[config.mk]
export PLATFORM = sky130hd
export DESIGN_NAME = mem_access_unit
export DESIGN_NICKNAME = d
export VERILOG_FILES = /design/src/rtl/mem_access_unit.sv
export SDC_FILE = /design/constraint.sdc
export NUM_CORES = 1
export LEC_CHECK = 0
export ABC_CLOCK_PERIOD_IN_PS = 3440
export CORE_ASPECT_RATIO = 2
export CORE_MARGIN = 2
export CORE_UTILIZATION = 35
export DETAILED_ROUTE_END_ITERATION = 8
export DONT_BUFFER_PORTS = 1
export PLACE_DENSITY = 0.55
export SKIP_LAST_GASP = 1
export SYNTH_ARGS = -nofsm -noshare
export SYNTH_HDL_FRONTEND = slang
export SYNTH_SLANG_ARGS = --single-unit
[constraint.sdc]
create_clock -name clk -period 3.44 [get_ports clk]
set_input_delay 0.516 -clock clk [delete_from_list [all_inputs] [get_ports clk]]
set_output_delay 0.516 -clock clk [all_outputs]
set_load 0.03 [all_outputs]
[src/rtl/mem_access_unit.sv]
// MEM-stage load/store controller: decodes the EX/MEM request, runs a
// registered bus handshake with wait states and timeout, and returns load data.
`timescale 1ns/1ps
module mem_access_unit #(
  parameter int DATA_W  = 32,
  parameter int ADDR_W  = 32,
  parameter int TIMEOUT = 16,
  localparam int LANES  = DATA_W / 8,
  localparam int OFF_W  = $clog2(LANES)
) (
  input  logic                    clk,
  input  logic                    reset_,
  input  logic                    ex_en,
  input  logic [4:0]              ex_mem_op,
  input  logic [DATA_W-1:0]       ex_mem_wr_data,
  input  logic [DATA_W-1:0]       ex_out,
  input  logic [DATA_W-1:0]       rd_data,
  input  logic                    rdy_,
  output logic [ADDR_W-OFF_W-1:0] addr,
  output logic                    as_,
  output logic                    rw,
  output logic [LANES-1:0]        be_,
  output logic [DATA_W-1:0]       wr_data,
  output logic [DATA_W-1:0]       out,
  output logic                    miss_align,
  output logic                    bus_err,
  output logic                    done,
  output logic                    stall
);

  localparam logic [1:0] ST_IDLE   = 2'd0;
  localparam logic [1:0] ST_ACCESS = 2'd1;
  localparam logic [1:0] ST_DONE   = 2'd2;
  localparam logic [7:0] TO_LAST   = 8'(TIMEOUT - 1);

  function automatic logic op_illegal(input logic [OFF_W-1:0] off,
                                      input logic [1:0]       size);
    logic [OFF_W-1:0] m;
    if (size == 2'd3 && DATA_W == 32) return 1'b1;
    m = OFF_W'((1 << size) - 1);
    return |(off & m);
  endfunction

  function automatic logic [LANES-1:0] lane_mask(input logic [OFF_W-1:0] off,
                                                 input logic [1:0]       size);
    logic [LANES-1:0] m;
    int nb;
    nb = 1 << size;
    for (int i = 0; i < LANES; i++)
      m[i] = (i >= int'(off)) && (i < int'(off) + nb);
    return m;
  endfunction

  function automatic logic [DATA_W-1:0] lane_replicate(input logic [DATA_W-1:0] d,
                                                       input logic [1:0]        size);
    logic [DATA_W-1:0] r;
    int nb;
    nb = 1 << size;
    r  = '0;
    for (int i = 0; i < LANES; i++)
      r[8*i +: 8] = d[8*(i % nb) +: 8];
    return r;
  endfunction

  // Doubleword loads already fill the word, so the unsigned flag has no effect there.
  function automatic logic [DATA_W-1:0] load_extend(input logic [DATA_W-1:0] rd,
                                                    input logic [OFF_W-1:0]  off,
                                                    input logic [1:0]        size,
                                                    input logic              uns);
    logic [DATA_W-1:0]        sh;
    logic signed [DATA_W-1:0] s;
    logic signed [7:0]        b;
    logic signed [15:0]       h;
    logic signed [31:0]       w;
    sh = rd >> {off, 3'b000};
    b  = sh[7:0];
    h  = sh[15:0];
    w  = sh[31:0];
    s  = '0;
    case (size)
      2'd0:    if (uns) s[7:0]  = sh[7:0];  else s = b;
      2'd1:    if (uns) s[15:0] = sh[15:0]; else s = h;
      2'd2:    if (uns) s[31:0] = sh[31:0]; else s = w;
      default: s = sh;
    endcase
    return s;
  endfunction

  logic [ADDR_W-1:0]       baddr_p0;
  logic [OFF_W-1:0]        off_p0;
  logic [1:0]              size_p0;
  logic                    req_p0;
  logic                    bad_p0;
  logic                    issue_p0;
  logic                    tmo_hit_p1;

  logic [1:0]              state_p1;
  logic [ADDR_W-OFF_W-1:0] addr_p1;
  logic                    as_p1;
  logic                    rw_p1;
  logic [LANES-1:0]        be_p1;
  logic [DATA_W-1:0]       wr_data_p1;
  logic [DATA_W-1:0]       load_p1;
  logic [7:0]              cnt_p1;
  logic [OFF_W-1:0]        off_p1;
  logic [1:0]              size_p1;
  logic                    uns_p1;
  logic                    berr_p1;

  // Request decode, straight from the EX/MEM register
  assign baddr_p0   = ex_out[ADDR_W-1:0];
  assign off_p0     = baddr_p0[OFF_W-1:0];
  assign size_p0    = ex_mem_op[1:0];
  assign req_p0     = ex_en & ex_mem_op[4];
  assign bad_p0     = op_illegal(off_p0, size_p0);
  assign issue_p0   = req_p0 & ~bad_p0;
  assign tmo_hit_p1 = (TIMEOUT != 0) && (cnt_p1 == TO_LAST);

  // Bus stage: all bus-facing outputs come from these registers
  always_ff @(posedge clk or negedge reset_) begin
    if (!reset_) begin
      state_p1   <= ST_IDLE;
      addr_p1    <= '0;
      as_p1      <= 1'b1;
      rw_p1      <= 1'b1;
      be_p1      <= '1;
      wr_data_p1 <= '0;
      load_p1    <= '0;
      cnt_p1     <= '0;
      off_p1     <= '0;
      size_p1    <= '0;
      uns_p1     <= 1'b0;
      berr_p1    <= 1'b0;
    end else begin
      case (state_p1)
        ST_IDLE: begin
          berr_p1 <= 1'b0;
          if (issue_p0) begin
            state_p1   <= ST_ACCESS;
            addr_p1    <= baddr_p0[ADDR_W-1:OFF_W];
            as_p1      <= 1'b0;
            rw_p1      <= ~ex_mem_op[3];
            be_p1      <= ~lane_mask(off_p0, size_p0);
            wr_data_p1 <= lane_replicate(ex_mem_wr_data, size_p0);
            off_p1     <= off_p0;
            size_p1    <= size_p0;
            uns_p1     <= ex_mem_op[2];
            cnt_p1     <= '0;
          end
        end
        ST_ACCESS: begin
          if (!rdy_) begin
            state_p1 <= ST_DONE;
            as_p1    <= 1'b1;
            be_p1    <= '1;
            load_p1  <= rw_p1 ? load_extend(rd_data, off_p1, size_p1, uns_p1) : '0;
          end else if (tmo_hit_p1) begin
            state_p1 <= ST_DONE;
            as_p1    <= 1'b1;
            be_p1    <= '1;
            load_p1  <= '0;
            berr_p1  <= 1'b1;
          end else begin
            cnt_p1 <= cnt_p1 + 8'd1;
          end
        end
        ST_DONE: begin
          state_p1 <= ST_IDLE;
          berr_p1  <= 1'b0;
        end
        default: state_p1 <= ST_IDLE;
      endcase
    end
  end

  // Result / hold stage; reset_ gating keeps the flags quiet while reset is held
  always_comb begin
    miss_align = 1'b0;
    stall      = 1'b0;
    out        = '0;
    case (state_p1)
      ST_IDLE: begin
        miss_align = reset_ & req_p0 & bad_p0;
        stall      = reset_ & issue_p0;
        if (ex_en && !ex_mem_op[4]) out = ex_out;
      end
      ST_ACCESS: stall = 1'b1;
      ST_DONE:   out   = load_p1;
      default:   ;
    endcase
  end

  assign addr    = addr_p1;
  assign as_     = as_p1;
  assign rw      = rw_p1;
  assign be_     = be_p1;
  assign wr_data = wr_data_p1;
  assign bus_err = berr_p1;
  assign done    = (state_p1 == ST_DONE);

endmodule

# Yosys cells after proc, flatten, opt, wreduce, memory -nomap -nowiden
# Cells that the tools add are included.
# word_totals
inputBits	105
out_inout_bits	104
register_bits	116
word_cells	100
# classes
mux	31
n_bitwise	9
n_eq_ne	11
reduce_logical	17
n_div	4
n_shift	6
order_cmp	7
add_sub_neg	3
# ops
cell	n
two-way mux 32 bit	4
one-hot mux 32 bit (2 select lines)	2
variable part select 32 x 32 -> 8 bit	4
< comparator 3 x 32 -> 1 bit, first input constant	2
modulo 3 x 32 -> 32 bit, first input constant	2
adder 3 x 32 -> 32 bit	1
< comparator 1 x 32 -> 1 bit, first input constant	1
< comparator 2 x 32 -> 1 bit, first input constant	1
modulo 1 x 32 -> 32 bit, first input constant	1
modulo 2 x 32 -> 32 bit, first input constant	1
left shift 1 x 2 -> 32 bit, first input constant	1
>> shifter 32 x 5 -> 32 bit	1
two-way mux 24 bit	1
two-way mux 8 bit	3
two-way mux 16 bit	1
one-hot mux 8 bit (2 select lines)	1
two-way mux 4 bit	3
adder 8 x 1 -> 8 bit, second input constant	1
== test 8 x 4 -> 1 bit, second input constant	1
two-way mux 1 bit	8
!= test 2 bit, second input constant	4
one-hot mux 4 bit (2 select lines)	1
two-way mux 2 bit	3
one-hot mux 1 bit (2 select lines)	3
20 further kinds	37

# Longest topological paths before layout
# Gate-level depths: netlist of run 1.
# logic_depth
depth_word	9
ltp_mapped	12
mapped_depth_nobuf	8

# Worst setup path before layout of run 1
# No wires, ideal clock.
# synth_path
kind	input to output
start	input ex_mem_op[0]
end	output miss_align
slack_ps	-139
t_required_ps	2924
cell_stages	9
arrival_ps	3063
n_path_buf	2
path_cell_list	inv_1 ha_1 inv_1 clkbuf_1 ha_1 nand2b_1 clkbuf_1 and2_1 nor4_1
# synth_via
elab_chain_cells	7
elab_cells_between_ends	9
classes_between	add/sub (1); eq/ne (1); shift (1); mux (3); bitwise (2); reduce/logical (1)
# synth_rtl
item	line	rtl
start: declaration	14	input logic [4:0] ex_mem_op,
left shift 1 x 2 -> 32 bit	-	
subtractor 2 bit	40	m = OFF_W'((1 << size) - 1);
bitwise AND 2 bit	41	return |(off & m);
OR reduction 2 bit	41	
two-way mux 1 bit (*)	40	
bitwise AND 1 bit (*)	183	miss_align = reset_ & req_p0 & bad_p0;
two-way mux 1 bit (*)	181	case (state_p1)
end: declaration	25	output logic miss_align,
# Every way passes the cells marked *; elsewhere a longest branch is shown, timed or not.

# Final worst setup path of run 1
# layout_path
start	input ex_mem_op[1]
end	output stall
# layout_via
elab_chain_cells	9
elab_cells_between_ends	11
classes_between	add/sub (1); eq/ne (1); shift (1); mux (3); bitwise (4); reduce/logical (1)
# layout_rtl
item	line	rtl
left shift 1 x 2 -> 32 bit	-	
subtractor 2 bit	40	
bitwise AND 2 bit	41	
OR reduction 2 bit	41	
two-way mux 1 bit (*)	40	
NOT 1 bit (*)	116	assign issue_p0 = req_p0 & ~bad_p0;
bitwise AND 1 bit (*)	116	
bitwise AND 1 bit (*)	184	stall = reset_ & issue_p0;
one-hot mux 1 bit (2 select lines) (*)	181	
end: declaration	28	output logic stall
# Marked as above.

==> results of run 1 <==
-- cell usage in the layout, fill, tap and decap left out, types with 2 or more instances in the layout --
master / synthesis / routed
o211ai_1: 3 / 3
nand3_1: 15 / 15
a22o_1: 48 / 48
mux4_2: 2 / 2
clkbuf_16: 0 / 17
mux2i_1: 41 / 41
nor3b_2: 2 / 2
o2bb2ai_1: 31 / 31
a21oi_1: 27 / 27
o21a_1: 2 / 2
or3_1: 5 / 5
o21ai_0: 33 / 33
buf_4: 0 / 24
a311oi_1: 16 / 16
clkinv_4: 0 / 4
inv_1: 21 / 21
dfstp_2: 6 / 6
dfrtp_1: 110 / 110
clkinvlp_4: 0 / 3
or4_1: 4 / 4
nand3b_1: 8 / 8
and2_1: 3 / 3
inv_6: 0 / 3
nand2b_1: 5 / 5
bufinv_16: 0 / 3
ha_1: 17 / 17
nand2_1: 121 / 121
a32o_1: 8 / 8
nor2b_1: 15 / 14
nor2_1: 19 / 19
a221o_1: 15 / 15
nor4_1: 3 / 2
mux2_2: 7 / 7
o31ai_1: 5 / 5
a31oi_1: 16 / 16
-- routing by layer --
layer	vias up	wire length, um	global-route usage
li1	2570	-	-
met1	2719	7325	0.2033
met2	281	12030	0.3947
met3	45	1677	0.05258
met4	0	1129	0.1309
met5	-	0	0
-- cells by family (layout without fill, tap and decap cells) --
kind of cell    after synthesis  in the layout  synth area share
compound gates              222            222            0.2568
fa+ha+maj                    18             18           0.03466
buf+inv                      72             78           0.04453
flops                       116            116            0.4334
mux                          51             51           0.08161
simple gates                210            210            0.1491
-- cell usage after synthesis, types with 2 or more instances --
library cell | n | share of area
ha_1 | 17 | 0.032
a32o_1 | 8 | 0.012
a311oi_1 | 16 | 0.021
mux2i_1 | 41 | 0.061
inv_1 | 21 | 0.012
or4_1 | 4 | 0.0045
buf_2 | 11 | 0.0082
buf_6 | 2 | 0.0034
nor4_1 | 3 | 0.0028
o2bb2ai_1 | 31 | 0.040
nand2b_1 | 5 | 0.0047
and3_1 | 2 | 0.0019
mux4_2 | 2 | 0.0067
nand2_1 | 121 | 0.068
clkbuf_1 | 37 | 0.021
o31ai_1 | 5 | 0.0056
dfstp_2 | 6 | 0.023
and2_1 | 3 | 0.0028
nand3_1 | 15 | 0.011
nor2_1 | 19 | 0.011
o211ai_1 | 3 | 0.0034
or3_1 | 5 | 0.0047
a31oi_1 | 16 | 0.015
nor3b_2 | 2 | 0.0037
a21oi_1 | 27 | 0.020
dfrtp_1 | 110 | 0.41
o21ai_0 | 33 | 0.025
mux2_2 | 7 | 0.012
a22o_1 | 48 | 0.063
a221o_1 | 15 | 0.022
nand3b_1 | 8 | 0.0089
nor2b_1 | 15 | 0.014
o21a_1 | 2 | 0.0022
-- stage by stage --
| stage | power (W) | area (um^2) | hold WS (ns) | util |
|---|---|---|---|---|
| final | 0.005294 | 7665 | 0.02998 | 0.4070 |
| after detailed placement | 0.003443 | 7029 | 0.2232 | 0.3732 |
| after CTS | 0.005346 | 7665 | 0.07242 | 0.4070 |
| after global routing | 0.005553 | 7665 | 0.03941 | 0.4070 |
| after global placement | 0.003412 | 7029 | 0.2229 | 0.3732 |
| after floorplan | 0.003127 | 6721 | 0.2204 | - |
-- cell type report --
class	instances	area share
Clock buffer	18	0.05599
Clock inverter	14	0.02334
Inverter	21	0.01028
Multi-Input combinational cell	501	0.4620
Sequential cell	116	0.3797
Tap cell	255	0.04163
Timing Repair Buffer	25	0.02710
-- critical path, stage by stage --
cell and delay, ns:
inv_1 0.12, ha_1 0.34, inv_1 0.23, ha_1 0.41, nand2b_1 0.25, and2_1 0.24
a41oi_1 0.23, nor2_1 0.06, buf_4 0.18
-- worst paths after layout --
| check | slack (ns) | cells past startpoint | startpoint | end |
|---|---|---|---|---|
| worst max-delay path | 0.34 | 9 | ex_mem_op[1] | stall |
| worst min-delay path | 0.03 | 1 | reset_ | addr[21]$_DFFE_PN0P_ |
| worst max register to register | 0.99 | 5 | cnt_p1[4]$_DFFE_PN0P_ | load_p1[4]$_DFFE_PN0P_ |
| worst min register to register | 0.49 | 1 | load_p1[1]$_DFFE_PN0P_ | load_p1[1]$_DFFE_PN0P_ |
| max in group asynchronous | 2.87 | 1 | reset_ | addr[9]$_DFFE_PN0P_ |
| min in group clk | 0.18 | 1 | ex_mem_op[3] | rw$_DFFE_PN1P_ |
-- flip-flops by register name, summed over array words and instances (netlist names) --
signal / cells
addr: 30
as_: 1
be_: 4
bus_err: 1
cnt_p1: 8
load_p1: 32
off_p1: 2
rw: 1
size_p1: 2
state_p1: 2
uns_p1: 1
wr_data: 32
-- power groups by stage --
stage                     Combinational, W  Clock, W  Sequential, W
after floorplan                   0.000830         0        0.00230
after global placement            0.000990         0        0.00242
after detailed placement           0.00101         0        0.00243
after CTS                          0.00105   0.00189        0.00241
after global routing               0.00116   0.00195        0.00244
final                              0.00105   0.00185        0.00240
==> results.py, run 1 <==
metrics = {
    "run_status": {
        "status": "complete, no violations",
    },
    "power": {
        "switchingPower_w": 0.001974,
        "p_clk_frac": 0.349,
        "p_comb_frac": 0.198,
        "p_per_area_mw_per_mm2": 690.6,
        "p_sw_frac": 0.3729,
        "leakage_nw": 3.350,
        "p_int_w": 0.003319,
        "p_seq_frac": 0.453,
        "peakVddDrop_mv": 0.2999,
    },
    "logic_synthesis": {
        "synth_edf_count": 0,
        "avgSynthCellArea_um2": 9.746,
        "synthArstFlopShare": 1.000,
        "synth.distinct_cells": 62,
        "ys_warn_count": 0,
        "synth_fp_nets": 812,
        "synthCells": 689,
        "synth_area_mm2": 0.006715,
        "yosysSeqAreaShare": 0.4334,
        "synthFlopType": "dfrtp_1",
        "ys_ff_latch": 116,
    },
    "detailed_routing": {
        "ant_nets": 0,
        "wl_per_cell_um": 23.33,
        "routed_wl_um": 22160,
        "drt_iter0_markers": 234,
        "viasPerCell": 5.911,
        "drc_errors": 0,
        "num_vias": 5615,
        "firstDrtPassIters": 4,
    },
    "timing": {
        "skew_ns": 0.009133,
        "slew-limit-headroom": 0.4254,
        "tns_ns": 0,
        "fmax_ghz": 0.3225,
        "fin_crit_sh": 0.9014,
        "setup_viol": 0,
        "rsz0062_at_grt": "no",
        "fin_crit_ns": 3.101,
        "maxSlewViolCount": 0,
        "hold_viol": 0,
        "setup_ws_ns": 0.3393,
        "worst_pin_slew_ns": 0.8600,
    },
    "floorplan": {
        "die-area_mm2": 0.02038,
        "die_h_um": 199.9,
        "die_w_um": 101.9,
        "initial_core_util": 0.3566,
        "fp-row-count": 71,
        "ios": 209,
        "fp.coreArea_mm2": 0.01883,
    },
    "cells_and_area": {
        "fillers": 1896,
        "fin_nets": 805,
        "drive_gt1_frac": 0.1252,
        "syn2layout_area_growth_pct": 14.14,
        "num_antenna_cells": 0,
        "fin_cells": 950,
        "seq_area_mm2": 0.002910,
        "multiInputGateArea_mm2": 0.003541,
    },
    "placed_design": {
        "dp.cells": 917,
        "dp_hpwl_um": 16560,
        "io_buffers": 0,
        "gp_congestion": 0.9229,
        "pre_cts_slack_ns": 0.3286,
    },
    "clocking": {
        "tritoncts": "built",
        "cts-hold-fix-buffers": 1,
        "numCtsBuffers": 17,
        "cts.sinks": 116,
        "postCtsSetupBuffers": 0,
        "cts_max_level": 4,
        "clockBufferDepth": 2,
        "cts_root_buffer": "clkbuf_16",
        "path_clk_slew_ns": 0.06,
        "postCtsResizedCells": 0,
        "clk_latency_ns": 0.42,
    },
    "critical_path": {
        "path_class": "input pin to primary output",
        "crit_arrival_ns": 2.58,
        "cp_max_fo": 10,
        "cp.required_ns": 2.92,
        "crit_path_start_kind": "input pin",
        "end_kind": "primary output",
    },
    "global_routing": {
        "overflow": 0,
        "antenna_found_initial": 0,
        "grt_start_max_net_pins": 117,
        "grt_pass1_vias": 5712,
        "grt_pass1_wl_um": 32380,
        "grtUsageTotal": 0.2124,
    },
    "job": {
        "drv_cap": 0,
    },
    "min_path": {
        "hold_path_class": "input pin to async pin",
    },
}
Note: power is estimated with default switching activity, not from simulation.
==> inputs of run 2 (changes only) <==
TNS_END_PERCENT = 1   (was not set)
==> results of run 2 <==
Final layout, timing and power as in run 1 (identical DEF).
==> inputs of run 3 (changes only) <==
GPL_ROUTABILITY_DRIVEN = 0   (was not set)
==> results.py, run 3 (synthesis gave the netlist of run 1 again) <==
metrics = {
    "job": {
        "drv_cap": 0,
    },
    "run_status": {
        "violations": "negative hold slack",
        "status": "finished with violations",
    },
    "floorplan": {
        "die_h_um": 199.9,
        "initial_core_util": 0.3566,
        "fp.coreArea_mm2": 0.01883,
        "die-area_mm2": 0.02038,
        "ios": 209,
        "fp-row-count": 71,
        "die_w_um": 101.9,
    },
    "min_path": {
        "hold_path_class": "input pin to async pin",
    },
    "global_routing": {
        "grt_pass1_vias": 5818,
        "grt_pass1_wl_um": 33200,
        "grt_start_max_net_pins": 117,
        "grtUsageTotal": 0.2168,
        "overflow": 0,
        "antenna_found_initial": 0,
    },
    "critical_path": {
        "crit_path_start_kind": "input pin",
        "path_class": "input pin to primary output",
        "cp_max_fo": 10,
        "cp.required_ns": 2.92,
        "end_kind": "primary output",
        "cp_num_buf_inv": 3,
        "cpLargestDelayFamily": "adder cells",
        "crit_arrival_ns": 2.55,
        "slowest_stage": "ha_1",
        "max_stage_delay_ns": 0.41,
        "crit_chain": "inv_1, ha_1, inv_1, ha_1, nand2b_1, and2_1, a41oi_1, nor2_1, buf_4",
    },
    "detailed_routing": {
        "num_vias": 5628,
        "firstDrtPassIters": 5,
        "wl_per_cell_um": 23.53,
        "drt_iter0_markers": 215,
        "ant_nets": 0,
        "viasPerCell": 5.930,
        "drc_errors": 0,
        "routed_wl_um": 22330,
    },
    "power": {
        "switchingPower_w": 0.001970,
        "p_per_area_mw_per_mm2": 705.6,
        "p_comb_frac": 0.192,
        "p_int_w": 0.003466,
        "peakVddDrop_mv": 0.3073,
        "p_seq_frac": 0.442,
        "leakage_nw": 3.376,
        "total_power_w": 0.005436,
        "p_sw_frac": 0.3625,
        "p_clk_frac": 0.366,
    },
    "timing": {
        "fin_crit_sh": 0.8914,
        "slew-limit-headroom": 0.4215,
        "worst_pin_slew_ns": 0.8659,
        "rsz0062_at_grt": "no",
        "tns_ns": 0,
        "fmax_ghz": 0.3261,
        "hold_ws_ns": -0.04316,
        "setup_viol": 0,
        "maxSlewViolCount": 0,
        "fin_crit_ns": 3.067,
        "hold_viol": 4,
        "skew_ns": 0.01125,
    },
    "cells_and_area": {
        "syn2layout_area_growth_pct": 14.72,
        "num_antenna_cells": 0,
        "drive_gt1_frac": 0.1239,
        "layout.cells.most_common": "nand2_1",
        "fin_nets": 804,
        "final_cell_mix": "nand2_1, dfrtp_1, a22o_1",
    },
    "clocking": {
        "postCtsResizedCells": 0,
        "postCtsSetupBuffers": 0,
        "cts_root_buffer": "clkbuf_16",
        "clockBufferDepth": 2,
        "cts_max_level": 4,
        "path_clk_slew_ns": 0.06,
        "numCtsBuffers": 17,
        "tritoncts": "built",
        "cts.sinks": 116,
        "clk_latency_ns": 0.42,
    },
    "placed_design": {
        "dp_hpwl_um": 16740,
        "io_buffers": 0,
    },
}
run 3: changes by cell type in the layout (fill, tap and decap cells not counted), sizes merged:
cell      change
buf           -1
bufinv        +2
clkinvlp      -3
clkinv        +1
run 3: routing by layer:
metal  vias to the layer above  GRT usage  share of wire
met5                         -          0              0
met4                         0     0.1101          0.041
li1                       2556          -              -
met3                        38    0.05606          0.082
met1                      2755     0.2170           0.34
met2                       279     0.4023           0.54
run 3: cell type report:
cell class / count / area [um^2]
clock inverter: 14 / 225.2
inverter: 21 / 78.83
timing repair buffer: 24 / 200.2
multi-input combinational: 501 / 3541
fill: 1861 / 11130
clock buffer: 18 / 429.2
sequential: 116 / 2910
tap: 255 / 319.1
run 3: worst paths after layout:
path                                               from                       to  slack, ns  depth (start not counted)
max in group asynchronous                        reset_  wr_data[21]$_DFFE_PN0P_       2.85                          1
worst max-delay path                       ex_mem_op[1]                    stall       0.37                          9
min in group clk                           ex_mem_op[3]           rw$_DFFE_PN1P_       0.18                          1
worst max register to register  state_p1[0]$_DFFE_PN0P_  wr_data[28]$_DFFE_PN0P_       0.97                          5
worst min-delay path                             reset_     addr[22]$_DFFE_PN0P_      -0.04                          1
worst min register to register   load_p1[0]$_DFFE_PN0P_   load_p1[0]$_DFFE_PN0P_       0.49                          1
run 3: timing repair:
action                     CTS  global route
hold buffers                 1             0
hold endpoints to repair   116             0
setup endpoints to repair    0             0
run 3: worst reg2reg max path: cells and delay by family (launching register included):
family,cells,cell delay (ns)
AO/OA/AOI/OAI,2,0.96
flip-flops,1,0.53
buffers and inverters,1,0.26
AND/OR/NAND/NOR,2,0.65
run 3: power groups by stage:
stage                     logic, W  clock network [W]  registers, W
after floorplan           0.000830                  0       0.00230
after global placement    0.000989                  0       0.00242
after detailed placement   0.00101                  0       0.00243
after CTS                  0.00105            0.00203       0.00241
after global routing       0.00115            0.00210       0.00245
final                      0.00104            0.00199       0.00241
run 3: through the flow:
stage / utilization / worst slack (ns) / cells / hold slack (ns) / area (um^2)
after global routing: 0.4090 / 0.1528 / 949 / 0.03787 / 7704
final: 0.4090 / 0.3735 / 949 / -0.04316 / 7704
after floorplan: - / 0.1941 / 689 / 0.2204 / 6721
after detailed placement: 0.3728 / 0.2877 / 916 / 0.2233 / 7022
after CTS: 0.4090 / 0.3736 / 949 / 0.06719 / 7704
after global placement: 0.3728 / 0.4209 / 916 / 0.2228 / 7022
